### src/rtl/mem_burst_reader.sv
`default_nettype none
// +----------------------------------------------------------------------------+
// | mem_burst_reader: write/burst-read sequencer in front of a tiled SRAM.     |
// | Optional perf counters: MEM_BURST_READER_PERF_EN.   Revision: 1.0          |
// +----------------------------------------------------------------------------+
module mem_burst_reader #(
  parameter int DATA_BIT       = 32,
  parameter int DEPTH          = 256,
  parameter int ADDR_BIT       = $clog2(DEPTH),
  parameter int TILE_ADDR_BITS = 7,
  parameter int FIFO_DEPTH     = 4
) (
  input  logic                clk,
  input  logic                rst,
  input  logic                wr_valid,
  output logic                wr_ready,
  input  logic [ADDR_BIT-1:0] wr_addr,
  input  logic [DATA_BIT-1:0] wr_data,
  input  logic                cmd_valid,
  output logic                cmd_ready,
  input  logic [ADDR_BIT-1:0] cmd_base,
  input  logic [ADDR_BIT:0]   cmd_len,
  output logic [ADDR_BIT-1:0] mem_addr,
  output logic                mem_wen,
  output logic [DATA_BIT-1:0] mem_wdata,
  output logic                mem_ren,
  input  logic [DATA_BIT-1:0] mem_rdata,
  output logic                out_valid,
  input  logic                out_ready,
  output logic [DATA_BIT-1:0] out_data,
  output logic                out_last,
  output logic                busy
`ifdef MEM_BURST_READER_PERF_EN
  ,
  output logic [31:0]         perf_stall_cnt,
  output logic [31:0]         perf_hold_cnt
`endif
);

  localparam int PW = $clog2(FIFO_DEPTH);
  localparam int CW = PW + 2;

  typedef enum logic [1:0] {
    S_IDLE  = 2'd0,
    S_READ  = 2'd1,
    S_HOLD  = 2'd2,
    S_DRAIN = 2'd3
  } state_t;

  state_t                r_state, w_state_nxt;
  logic [ADDR_BIT-1:0]   r_cur_addr;
  logic [ADDR_BIT:0]     r_remaining;
  logic [ADDR_BIT-1:0]   r_mem_addr;
  logic                  r_p1_v, r_p1_last, r_p2_v, r_p2_last;
  logic [DATA_BIT-1:0]   r_fifo_data [FIFO_DEPTH];
  logic                  r_fifo_last [FIFO_DEPTH];
  logic [PW-1:0]         r_wptr, r_rptr;
  logic [PW:0]           r_count;

  logic                  w_issue, w_load, w_stall, w_push, w_pop;
  logic                  w_credit, w_rem_last, w_tile_end;
  logic [CW-1:0]         w_used;
  logic [ADDR_BIT-1:0]   w_next_addr;

  // Credit covers both FIFO occupancy and reads still in the 2-cycle pipe.
  assign w_used      = CW'(r_count) + CW'(r_p1_v) + CW'(r_p2_v);
  assign w_credit    = (w_used < CW'(FIFO_DEPTH));
  assign w_rem_last  = (r_remaining == {{ADDR_BIT{1'b0}}, 1'b1});
  assign w_tile_end  = &r_cur_addr[TILE_ADDR_BITS-1:0];
  assign w_next_addr = (r_cur_addr == ADDR_BIT'(DEPTH - 1)) ? '0 : r_cur_addr + ADDR_BIT'(1);

  always_comb begin
    w_state_nxt = r_state;
    wr_ready    = 1'b0;
    cmd_ready   = 1'b0;
    mem_addr    = r_mem_addr;
    mem_wen     = 1'b0;
    mem_wdata   = '0;
    mem_ren     = 1'b0;
    w_issue     = 1'b0;
    w_load      = 1'b0;
    w_stall     = 1'b0;
    case (r_state)
      S_IDLE: begin
        wr_ready  = 1'b1;
        cmd_ready = ~wr_valid;
        if (wr_valid) begin
          mem_addr  = wr_addr;
          mem_wen   = 1'b1;
          mem_wdata = wr_data;
        end else if (cmd_valid && (cmd_len != '0)) begin
          w_load      = 1'b1;
          w_state_nxt = S_READ;
        end
      end
      S_READ: begin
        mem_ren = 1'b1;
        if (w_credit) begin
          mem_addr = r_cur_addr;
          w_issue  = 1'b1;
          if (w_rem_last || w_tile_end) w_state_nxt = S_HOLD;
        end else begin
          // Re-drive the last issued address so an unheld read stays legal.
          w_stall = 1'b1;
        end
      end
      S_HOLD: begin
        mem_ren     = 1'b1;
        w_state_nxt = (r_remaining != '0) ? S_READ : S_DRAIN;
      end
      default: begin
        if (!r_p1_v) w_state_nxt = S_IDLE;
      end
    endcase
  end

  always_ff @(posedge clk) begin
    if (rst) begin
      r_state     <= S_IDLE;
      r_cur_addr  <= '0;
      r_remaining <= '0;
      r_mem_addr  <= '0;
      r_p1_v      <= 1'b0;
      r_p1_last   <= 1'b0;
      r_p2_v      <= 1'b0;
      r_p2_last   <= 1'b0;
    end else begin
      r_state    <= w_state_nxt;
      r_mem_addr <= mem_addr;
      if (w_load) begin
        r_cur_addr  <= cmd_base;
        r_remaining <= cmd_len;
      end else if (w_issue) begin
        r_cur_addr  <= w_next_addr;
        r_remaining <= r_remaining - {{ADDR_BIT{1'b0}}, 1'b1};
      end
      r_p1_v    <= w_issue;
      r_p1_last <= w_issue & w_rem_last;
      r_p2_v    <= r_p1_v;
      r_p2_last <= r_p1_last;
    end
  end

  assign w_push = r_p2_v;
  assign w_pop  = out_valid & out_ready;

  always_ff @(posedge clk) begin
    if (rst) begin
      r_wptr  <= '0;
      r_rptr  <= '0;
      r_count <= '0;
    end else begin
      if (w_push) r_wptr <= r_wptr + PW'(1);
      if (w_pop)  r_rptr <= r_rptr + PW'(1);
      case ({w_push, w_pop})
        2'b10:   r_count <= r_count + (PW+1)'(1);
        2'b01:   r_count <= r_count - (PW+1)'(1);
        default: r_count <= r_count;
      endcase
    end
  end

  always_ff @(posedge clk) begin
    if (w_push) begin
      r_fifo_data[r_wptr] <= mem_rdata;
      r_fifo_last[r_wptr] <= r_p2_last;
    end
  end

  assign out_valid = (r_count != '0);
  assign out_data  = out_valid ? r_fifo_data[r_rptr] : '0;
  assign out_last  = out_valid & r_fifo_last[r_rptr];
  assign busy      = (r_state != S_IDLE);

`ifdef MEM_BURST_READER_PERF_EN
  logic [31:0] r_perf_stall, r_perf_hold;

  always_ff @(posedge clk) begin
    if (rst) begin
      r_perf_stall <= '0;
      r_perf_hold  <= '0;
    end else begin
      if (w_stall && (r_perf_stall != '1)) r_perf_stall <= r_perf_stall + 32'd1;
      if ((r_state == S_HOLD) && (r_perf_hold != '1)) r_perf_hold <= r_perf_hold + 32'd1;
    end
  end

  assign perf_stall_cnt = r_perf_stall;
  assign perf_hold_cnt  = r_perf_hold;
`endif

endmodule
`default_nettype wire

### config.mk
export PLATFORM = sky130hd
export DESIGN_NAME = mem_burst_reader
export DESIGN_NICKNAME = d
export VERILOG_FILES = /design/src/rtl/mem_burst_reader.sv
export SDC_FILE = /design/constraint.sdc
export NUM_CORES = 1
export LEC_CHECK = 0
export CORE_MARGIN = 1.5
export CORE_UTILIZATION = 50
export DETAILED_ROUTE_END_ITERATION = 8
export PLACE_DENSITY = 0.8
export SLEW_MARGIN = 20
export SYNTH_ARGS = -nofsm -noshare
export SYNTH_HDL_FRONTEND = slang
export SYNTH_SLANG_ARGS = --single-unit
### constraint.sdc
create_clock -name clk -period 3.05 [get_ports clk]
set_clock_uncertainty 0.05 [all_clocks]
set_input_delay 0.61 -clock clk [delete_from_list [all_inputs] [get_ports clk]]
set_output_delay 0.61 -clock clk [all_outputs]
set_load 0.005 [all_outputs]
### Word-level counts from Yosys, hierarchy flattened

Memories as Yosys holds them, arrays and structs flattened. A register that Yosys moved wholly into a read port is not among the register bits.
Index checks and enable logic that the tools add are counted.

| storage, ports and cells | value |
|---|---|
| input port bits | 94 |
| memories kept | 2 |
| logic and storage cells | 84 |
| memory bits (writable) | 132 |
| output and inout port bits | 79 |
| flip-flop bits (word level) | 38 |

Memories:

| name | words | width | read ports | clocked after memory_dff | wr ports | RTL line | source |
|---|---|---|---|---|---|---|---|
| r_fifo_data | 4 | 32 | 1 | 1 | 1 | 55 | `logic [DATA_BIT-1:0] r_fifo_data [FIFO_DEPTH];` |
| r_fifo_last | 4 | 1 | 1 | 1 | 1 | 56 | `logic r_fifo_last [FIFO_DEPTH];` |

| cells by class | value |
|---|---|
| bitwise operators | 4 |
| equal/unequal tests | 11 |
| muxes and demuxes | 35 |
| reduce and logical (&&, ||, !) cells | 12 |
| add/subtract/negate cells | 8 |
| $lt $le $gt $ge | 1 |

Operators with widths:

| cell | number |
|---|---|
| $mux 32 | 3 |
| $mux 8 | 5 |
| $mux 2 | 10 |
| $mux 9 | 2 |
| $reduce_bool 9->1 | 2 |
| $pmux 8 s2 | 1 |
| $mux 1 | 12 |
| $eq 9x1->1 const B | 1 |
| $sub 9x1->9 const B | 1 |
| $add 8x1->8 const B | 1 |
| $eq 8x8->1 const B | 1 |
| $ne 2x2->1 const B | 4 |
| $reduce_and 7->1 | 1 |
| $pmux 2 s3 | 1 |
| $pmux 3 s2 | 1 |
| $reduce_bool 2->1 | 3 |
| $reduce_and 5->1 | 1 |
| $add 2x1->2 const B | 2 |
| $add 3x1->4 | 1 |
| $add 4x1->4 | 1 |
| $eq 2x1->1 const B | 2 |
| $eq 2x2->1 const B | 2 |
| $lt 4x3->1 const B | 1 |
| $ne 4x1->1 const B | 1 |
| 9 further kinds | 11 |

### Logic depth before layout (Yosys ltp)

Gate-level depths: netlist (run 1).

| logic depth | value |
|---|---|
| depth after elaboration | 7 |
| gate-level depth with buffers | 9 |
| mapped depth without buffers | 8 |

### Worst setup path after synthesis (run 1)

No wires, ideal clock.

| timing path | value |
|---|---|
| path type | flip-flop to output port |
| start point | register r_p2_v |
| end point | output port mem_addr[0] |
| path slack | 656 ps |
| path buffers | 1 |
| required time | 2390 ps |
| stages on the path, launching flop included | 8 |
| arrival time | 1734 ps |
| cells stage by stage | dfxtp_1 > ha_1 > a21o_4 > a21o_1 > buf_2 > nand2_1 > a21oi_1 > or3_1 |

| between the ends | value |
|---|---|
| longest elaborated chain between the ends | 4 |

Ends and longest elaborated chain:

| what | RTL line | source |
|---|---|---|
| start, declared | 54 | `logic r_p1_v, r_p1_last, r_p2_v, r_p2_last;` |
| start signal, assigned | 139 | `r_p2_v <= r_p1_v;` |
| $add 4x1->4 | 66 | `assign w_used = CW'(r_count) + CW'(r_p1_v) + CW'(r_p2_v);` |
| $lt 4x3->1 | 67 | `assign w_credit = (w_used < CW'(FIFO_DEPTH));` |
| $mux 8 | 98 | `if (w_credit) begin` |
| $pmux 8 s2 | 83 | `case (r_state)` |
| end, declared | 23 | `output logic [ADDR_BIT-1:0] mem_addr,` |

No other way between the ends.

### Worst setup path after layout (run 1)

| timing path | value |
|---|---|
| start point | register r_count[0] |
| end point | output port mem_addr[3] |

| between the ends | value |
|---|---|
| longest elaborated chain between the ends | 5 |

Ends and longest elaborated chain:

| what | RTL line | source |
|---|---|---|
| start, declared | 58 | `logic [PW:0] r_count;` |
| start signal, assigned | 156 | `2'b10: r_count <= r_count + (PW+1)'(1);` |
| start signal, assigned | 157 | `2'b01: r_count <= r_count - (PW+1)'(1);` |
| start signal, assigned | 158 | `default: r_count <= r_count;` |
| $add 3x1->4 | 66 |  |
| $add 4x1->4 | 66 |  |
| $lt 4x3->1 | 67 |  |
| $mux 8 | 98 |  |
| $pmux 8 s2 | 83 |  |

No other way between the ends.

==> results of run 1 <==
-- kinds of logic (layout without fill, tap and decap cells) --
family	Yosys count	after routing	synth area share [%]
simple gates	176	176	12.67
fa+ha+maj	15	15	2.583
buf+inv	46	229	2.616
flops	172	172	63.05
compound gates	71	72	6.043
mux	44	44	11.31
xor+xnor	15	15	1.738
-- metal layers --
metal	part of all wire, %	wire [um]
met5	0	0
met4	2.2	360
met3	6.3	1034
met2	52	8595
met1	39	6495
-- placed cells by master (no fill, tap or decap), drive strengths merged, types with 2 or more instances in the layout --
cell type,synthesis,routed
clkdlybuf4s15,0,4
a21oi,28,28
nand4b,2,2
nor3,6,6
bufinv,0,5
buf,14,11
dfxtp,40,40
nand2,31,31
nand4,5,5
mux2i,10,10
nor2,30,30
xnor2,4,4
clkdlybuf4s50,0,164
and3,32,32
o21ai,19,19
clkinv,1,6
and2,48,48
mux4,33,33
xor2,11,11
nand3,6,6
a21o,3,4
a31oi,5,5
ha,14,14
o31a,9,9
nor4,2,2
inv,13,17
nor2b,2,2
dlygate4sd2,0,4
clkbuf,18,17
edfxtp,132,132
or3,11,11
-- how the worst max path moves through the flow --
stage | endpoint | slack [ns] | depth (start not counted)
after CTS | mem_addr[5] | 0.01 | 7
after detailed placement | mem_addr[6] | 0.004 | 6
final | mem_addr[3] | 0.09 | 7
after floorplan | mem_addr[0] | 0.66 | 7
after global placement | mem_addr[6] | 0.07 | 6
after global routing | mem_addr[5] | 0.0003 | 6
-- sequential cells by signal, indices dropped and copies added (netlist names), named ones only --
signal	count
r_rptr	2
r_mem_addr	8
r_count	3
r_p2_v	1
r_state	2
r_remaining	9
r_fifo_last	4
r_wptr	2
r_p1_last	1
r_fifo_data	128
r_p1_v	1
r_p2_last	1
r_cur_addr	8
-- layout make-up --
type | instances | area, um2 | area share [%]
multi-input combinational | 322 | 2630 | 25.88
timing repair buffer | 183 | 1837 | 18.07
clock inverter | 15 | 217.7 | 2.142
tap | 184 | 230.2 | 2.265
inverter | 14 | 52.55 | 0.5171
sequential | 172 | 4770 | 46.93
clock buffer | 17 | 425.4 | 4.186
-- power by group --
part / internal, mW / switching (mW)
clock: 1.46 / 0.876
sequential: 2.68 / 0.150
combinational: 1.11 / 0.909
-- per-stage QoR --
step	power [mW]	instance area, um2	hold slack, ns	worst slack [ns]
6_report	7.180	10160	0.3909	0.09097
5_1_grt	7.508	10160	0.4215	0.0002580
4_1_cts	7.214	10130	0.3941	0.01319
3_5_place_dp	4.917	9483	0.3816	0.003784
3_3_place_gp	4.865	9483	0.3763	0.07232
2_1_floorplan	3.944	7557	0.3638	0.6556
-- worst max-delay path: stages, from the launching register on --
cell and delay, ns:
dfxtp_2 0.34, ha_1 0.28, a21o_4 0.24, a21o_4 0.24, nand2_1 0.06, a21oi_1 0.08
or3_1 0.37, dlygate4sd2_1 0.27
-- repair_timing --
item	in CTS	in global routing
pin swaps	1	3
setup buffers	0	1
gates cloned	0	1
setup endpoints to repair	11	8
resized for setup	13	5
==> qor.csv, run 1 <==
metric;value;unit
R2R cell count;9;
worst-margin pin slew;0.9188;ns
Routed Antenna Nets;0;
dominant cells by area after synthesis;edfxtp_1 52%, dfxtp_1 11%, mux4_2 9.8%;
met2 Resource Use GR;39.66;%
DIE AREA;15860;um2
All-Layer GR Usage;21.59;%
failing checks;design-rule violations;
Routed WL;16490;um
Critical Path End Type;output port;
top cell type by total area after synthesis;edfxtp_1;
fin crit period;2.959;ns
# diodes;0;
Pins Over Slew Limit;0;
initial antenna violation count;0;
clock slew at reported path FFs;0.06;ns
Hold Crit Depth;1;
critical-path maximum fanout;5;
Initial DRT Pass Iterations;9;
FP Rows;44;
wire per inst;18.18;um
endpoints failing setup;0;
Setup crit start;r_count[0]$_SDFFE_PP0P_;
yosys warns;0;
Final GP Congestion;0.8364;
post-synth net total;648;
Most Crowded Layer GR;met2;
share of cells above drive strength 1;12.72;%
Overflow after GRT;0;
count leader, synth;edfxtp_1;
hpwl dp;11010;um
root buffer cell;clkbuf_16;
cts bufs inserted;17;
Max-Cap Viols;0;
R2R Path End;r_count[2]$_SDFFE_PP0P_;
worst rel slew slack;38.75;%
clk buf depth;2;
Clock Latency Late Sink;0.42;ns
Synth Instances;539;
EDFF count, synth;132;
reg2reg start;r_count[2]$_SDFFE_PP0P_;
peak supply drop;0.0004510;V
I/O pin cnt;173;
fmax;337.9;MHz
Clock Sinks;172;
cell area after synthesis;7557;um2
Min-Delay Path Class;reg -> reg;
CTS tree;done;
Yosys top cell area share;52.45;%
final hold vios;0;
Post-synth top cells;132 x edfxtp_1, 48 x and2_1, 40 x dfxtp_1;
post-layout net count;819;
Syn Area/Cell;14.02;um2
routed vias;5121;
first-pass GRT wire length;26480;um
ys flop type;edfxtp_1;
Via density;5.646;
crit path kind;reg -> out;
outcome;finished with violations;
Final Util;69.40;%
post-cts hold buffer count;0;
GR Util met1;24.25;%
number of global-route vias before repair;5425;
ratio of final minimum period to clock period;97.02;%
Arr. time, crit path;2.30;ns
Syn-to-layout area delta;34.47;%
post-route insts no fill;907;
HP Start;r_p1_last$_SDFF_PP0_;
Seq cells post-synth;172;
Reg2Reg Setup Slack;0.33;ns
H-tree depth;4;
Critical Path RT;2.39;ns
drc violations;10;
RSZ-0062 raised after global routing;false;
unique cell type count in the Yosys netlist;47;
Startpoint Class;flip-flop;
dpl cells;873;
Static Leak;3.557;nW
Fill cells;965;
ratio of total power to cell area;706.5;nW/um2
IO Port Bufs;172;
routing usage on met3;5.140;%
setup TNS;0;ns
Seq/Total Area, Yosys;63.05;%
core area;14640;um2
die width;125.9;um
Die Y;125.9;um
pin count of the biggest net entering global routing;36;
Hold EP;r_p2_last$_SDFF_PP0_;
Iteration-0 DRC Markers;264;
starting density of the core;51.61;%
async set-reset flop share out of synthesis;0;%
Power figures use the tool's default switching activity.
==> run 2, diff against run 1 <==
--- a/config.mk
+++ b/config.mk
@@ -8,6 +8,7 @@
 export CORE_MARGIN = 1.5
 export CORE_UTILIZATION = 50
 export DETAILED_ROUTE_END_ITERATION = 8
+export GPL_ROUTABILITY_DRIVEN = 1
 export PLACE_DENSITY = 0.8
 export SLEW_MARGIN = 20
 export SYNTH_ARGS = -nofsm -noshare
==> results of run 2 <==
No change in the layout: final DEF, timing and power equal those of run 1.
==> run 3, diff against run 2 <==
--- a/config.mk
+++ b/config.mk
@@ -9,7 +9,7 @@
 export CORE_UTILIZATION = 50
 export DETAILED_ROUTE_END_ITERATION = 8
 export GPL_ROUTABILITY_DRIVEN = 1
-export PLACE_DENSITY = 0.8
+export PLACE_DENSITY = 0.76
 export SLEW_MARGIN = 20
 export SYNTH_ARGS = -nofsm -noshare
 export SYNTH_HDL_FRONTEND = slang
==> qor.csv, run 3 (synthesized netlist as in run 1, its figures left out) <==
metric;value;unit;change
outcome;finished with violations;;
failing checks;design-rule violations;;
Flop pwr share;39.9;%;+0.5 points
Slowest-stage cell, CP;dfxtp_2;;
share of cells above drive strength 1;13.93;%;+1.2 points
endpoints failing setup;0;;unchanged
Via density;5.573;;-1.3%
R2R cell count;9;;unchanged
Critical Path End Type;output port;;
fin crit period;2.953;ns;-0.005798 ns
post-cts hold buffer count;0;;unchanged
Pins Over Slew Limit;0;;unchanged
clk buf depth;2;;unchanged
HP Start;r_p1_last$_SDFF_PP0_;;
worst-margin pin slew;0.9417;ns;+0.02290 ns
ratio of total power to cell area;695.2;nW/um2;-1.6%
fmax;338.6;MHz;+0.20%
I/O pin cnt;173;;unchanged
slowest stage delay, CP;0.34;ns;-0.03 ns
cts bufs inserted;17;;unchanged
Max-Cap Viols;0;;unchanged
number of flip-flops under the largest register name;128;;unchanged
setup TNS;0;ns;unchanged
WP buf/inv;2;;+1
Comb pwr share;28.8;%;+0.6 points
Final GP Congestion;0.8262;;-1.2%
DIE AREA;15860;um2;unchanged
initial antenna violation count;1;;+1
Fill cells;1044;;+8.2%
routed vias;5071;;-0.98%
multi-input logic area;2626;um2;-0.14%
starting density of the core;51.61;%;unchanged
CTS tree;done;;
Min-Delay Path Class;reg -> reg;;
Arr. time, crit path;2.29;ns;about the same
root buffer cell;clkbuf_16;;
Routed WL;16840;um;+2.2%
core area;14640;um2;unchanged
reg2reg start;r_count[2]$_SDFFE_PP0P_;;
Int Power;5.094;mW;-2.9%
Clock Sinks;172;;unchanged
Die Y;125.9;um;unchanged
Startpoint Class;flip-flop;;
top flop regs;r_fifo_data: 128 flops, r_remaining: 9 flops;;
Critical Path RT;2.39;ns;about the same
Largest Register;r_fifo_data;;
Sw Share;27.55;%;+0.58 points
Setup crit start;r_count[0]$_SDFFE_PP0P_;;
Clock Latency Late Sink;0.43;ns;about the same
peak supply drop;0.0005705;V;+27%
Met3 Wirelength;1094;um;+5.8%
WL met2;8615;um;+0.23%
post-route insts no fill;910;;+0.33%
Hold Crit Depth;1;;unchanged
ratio of final minimum period to clock period;96.83;%;-0.19 points
crit-path cells;ha_1, a21o_4, buf_6, a21o_4, nand2_1, a21oi_1, or3_1, clkdlybuf4s15_1;;
DR top layer;met4;;
H-tree depth;4;;unchanged
Final Util;69.05;%;-0.34 points
critical-path maximum fanout;5;;unchanged
number of global-route vias before repair;5288;;-2.5%
M1 WL;6790;um;+4.5%
dpl cells;874;;+0.11%
final hold vios;0;;unchanged
most used cell, CP;a21o_4;;
FP Rows;44;;unchanged
commonest non-fill, non-tap cell in the layout;clkdlybuf4s50_1;;
crit path kind;reg -> out;;
Syn-to-layout area delta;33.81;%;
sequential standard cell area;4768;um2;about the same
Initial DRT Pass Iterations;7;;-2
IO Port Bufs;172;;unchanged
die width;125.9;um;unchanged
RSZ-0062 raised after global routing;false;;
Routed Antenna Nets;0;;unchanged
clock slew at reported path FFs;0.06;ns;about the same
crit-path leading delay family;compound AO/OA/AOI/OAI gates;;
commonest cells after routing, fill and taps aside;164 x clkdlybuf4s50_1, 132 x edfxtp_1, 44 x and2_1;;
hpwl dp;11420;um;+3.7%
post-layout net count;821;;+0.24%
clock share of power;31.3;%;-1.2 points
Iteration-0 DRC Markers;254;;-3.8%
Static Leak;3.548;nW;-0.24%
drc violations;7;;-3
All-Layer GR Usage;22.27;%;+0.69 points
P_sw;1.937;mW;about the same
overall power;7.030;mW;-2.1%
wire per inst;18.51;um;+1.8%
first-pass GRT wire length;26790;um;+1.1%
pin count of the biggest net entering global routing;36;;unchanged
cell count along the critical path;8;;+1
Overflow after GRT;0;;unchanged
worst rel slew slack;37.22;%;-1.5 points
[run 3: changes by cell type in the layout (fill, tap and decap cells not counted), moves of 2 or more]
cell,delta
buf_6,+2
bufinv_16,-2
clkinv_1,-2
clkbuf_2,+4
dfxtp_2,+2
clkdlybuf4s15_1,-3
[run 3: final timing paths]
kind         slack (ns)                       to
max reg2reg        0.23  r_count[2]$_SDFFE_PP0P_
max                 0.1              mem_addr[3]
min                0.42     r_p2_last$_SDFF_PP0_
min reg2reg        0.42     r_p2_last$_SDFF_PP0_
[run 3: per-layer routing]
metal  up-vias  global-route usage [%]
met3        24                   6.160
met2       201                   39.85
met4         0                   7.911
met5         -                       0
li1       2371                       -
met1      2475                   25.75
[run 3: power groups by stage]
stage	Sequential, mW	Combinational (mW)	Clock, mW
4_1_cts	2.80	2.05	2.23
6_report	2.80	2.03	2.20
2_1_floorplan	2.82	1.13	0
3_3_place_gp	2.84	2.02	0
3_5_place_dp	2.85	2.06	0
5_1_grt	2.82	2.22	2.32
[run 3: cell type report]
cell class / instances / share of cell area, %
diodes: 1 / 0.02475
clock buffers: 19 / 4.380
clock inverters: 13 / 1.596
inverters: 14 / 0.5197
multi-input cells: 322 / 25.97
flip-flops and latches: 172 / 47.15
well taps: 184 / 2.277
repair buffers: 185 / 18.08
[run 3: through the flow]
step	instance area [um2]	worst slack, ns	hold WS, ns
3_5_place_dp	9478	0.06620	0.3861
2_1_floorplan	7557	0.6556	0.3638
3_3_place_gp	9478	0.08694	0.3744
5_1_grt	10110	0.01926	0.4389
4_1_cts	10120	-0.01143	0.4240
6_report	10110	0.09677	0.4164
[run 3: repair_timing]
item,in CTS,in global routing
setup endpoints to repair,8,7
resized for setup,17,8
pin swaps,4,1
buffers inserted,2,0
cloned,1,0
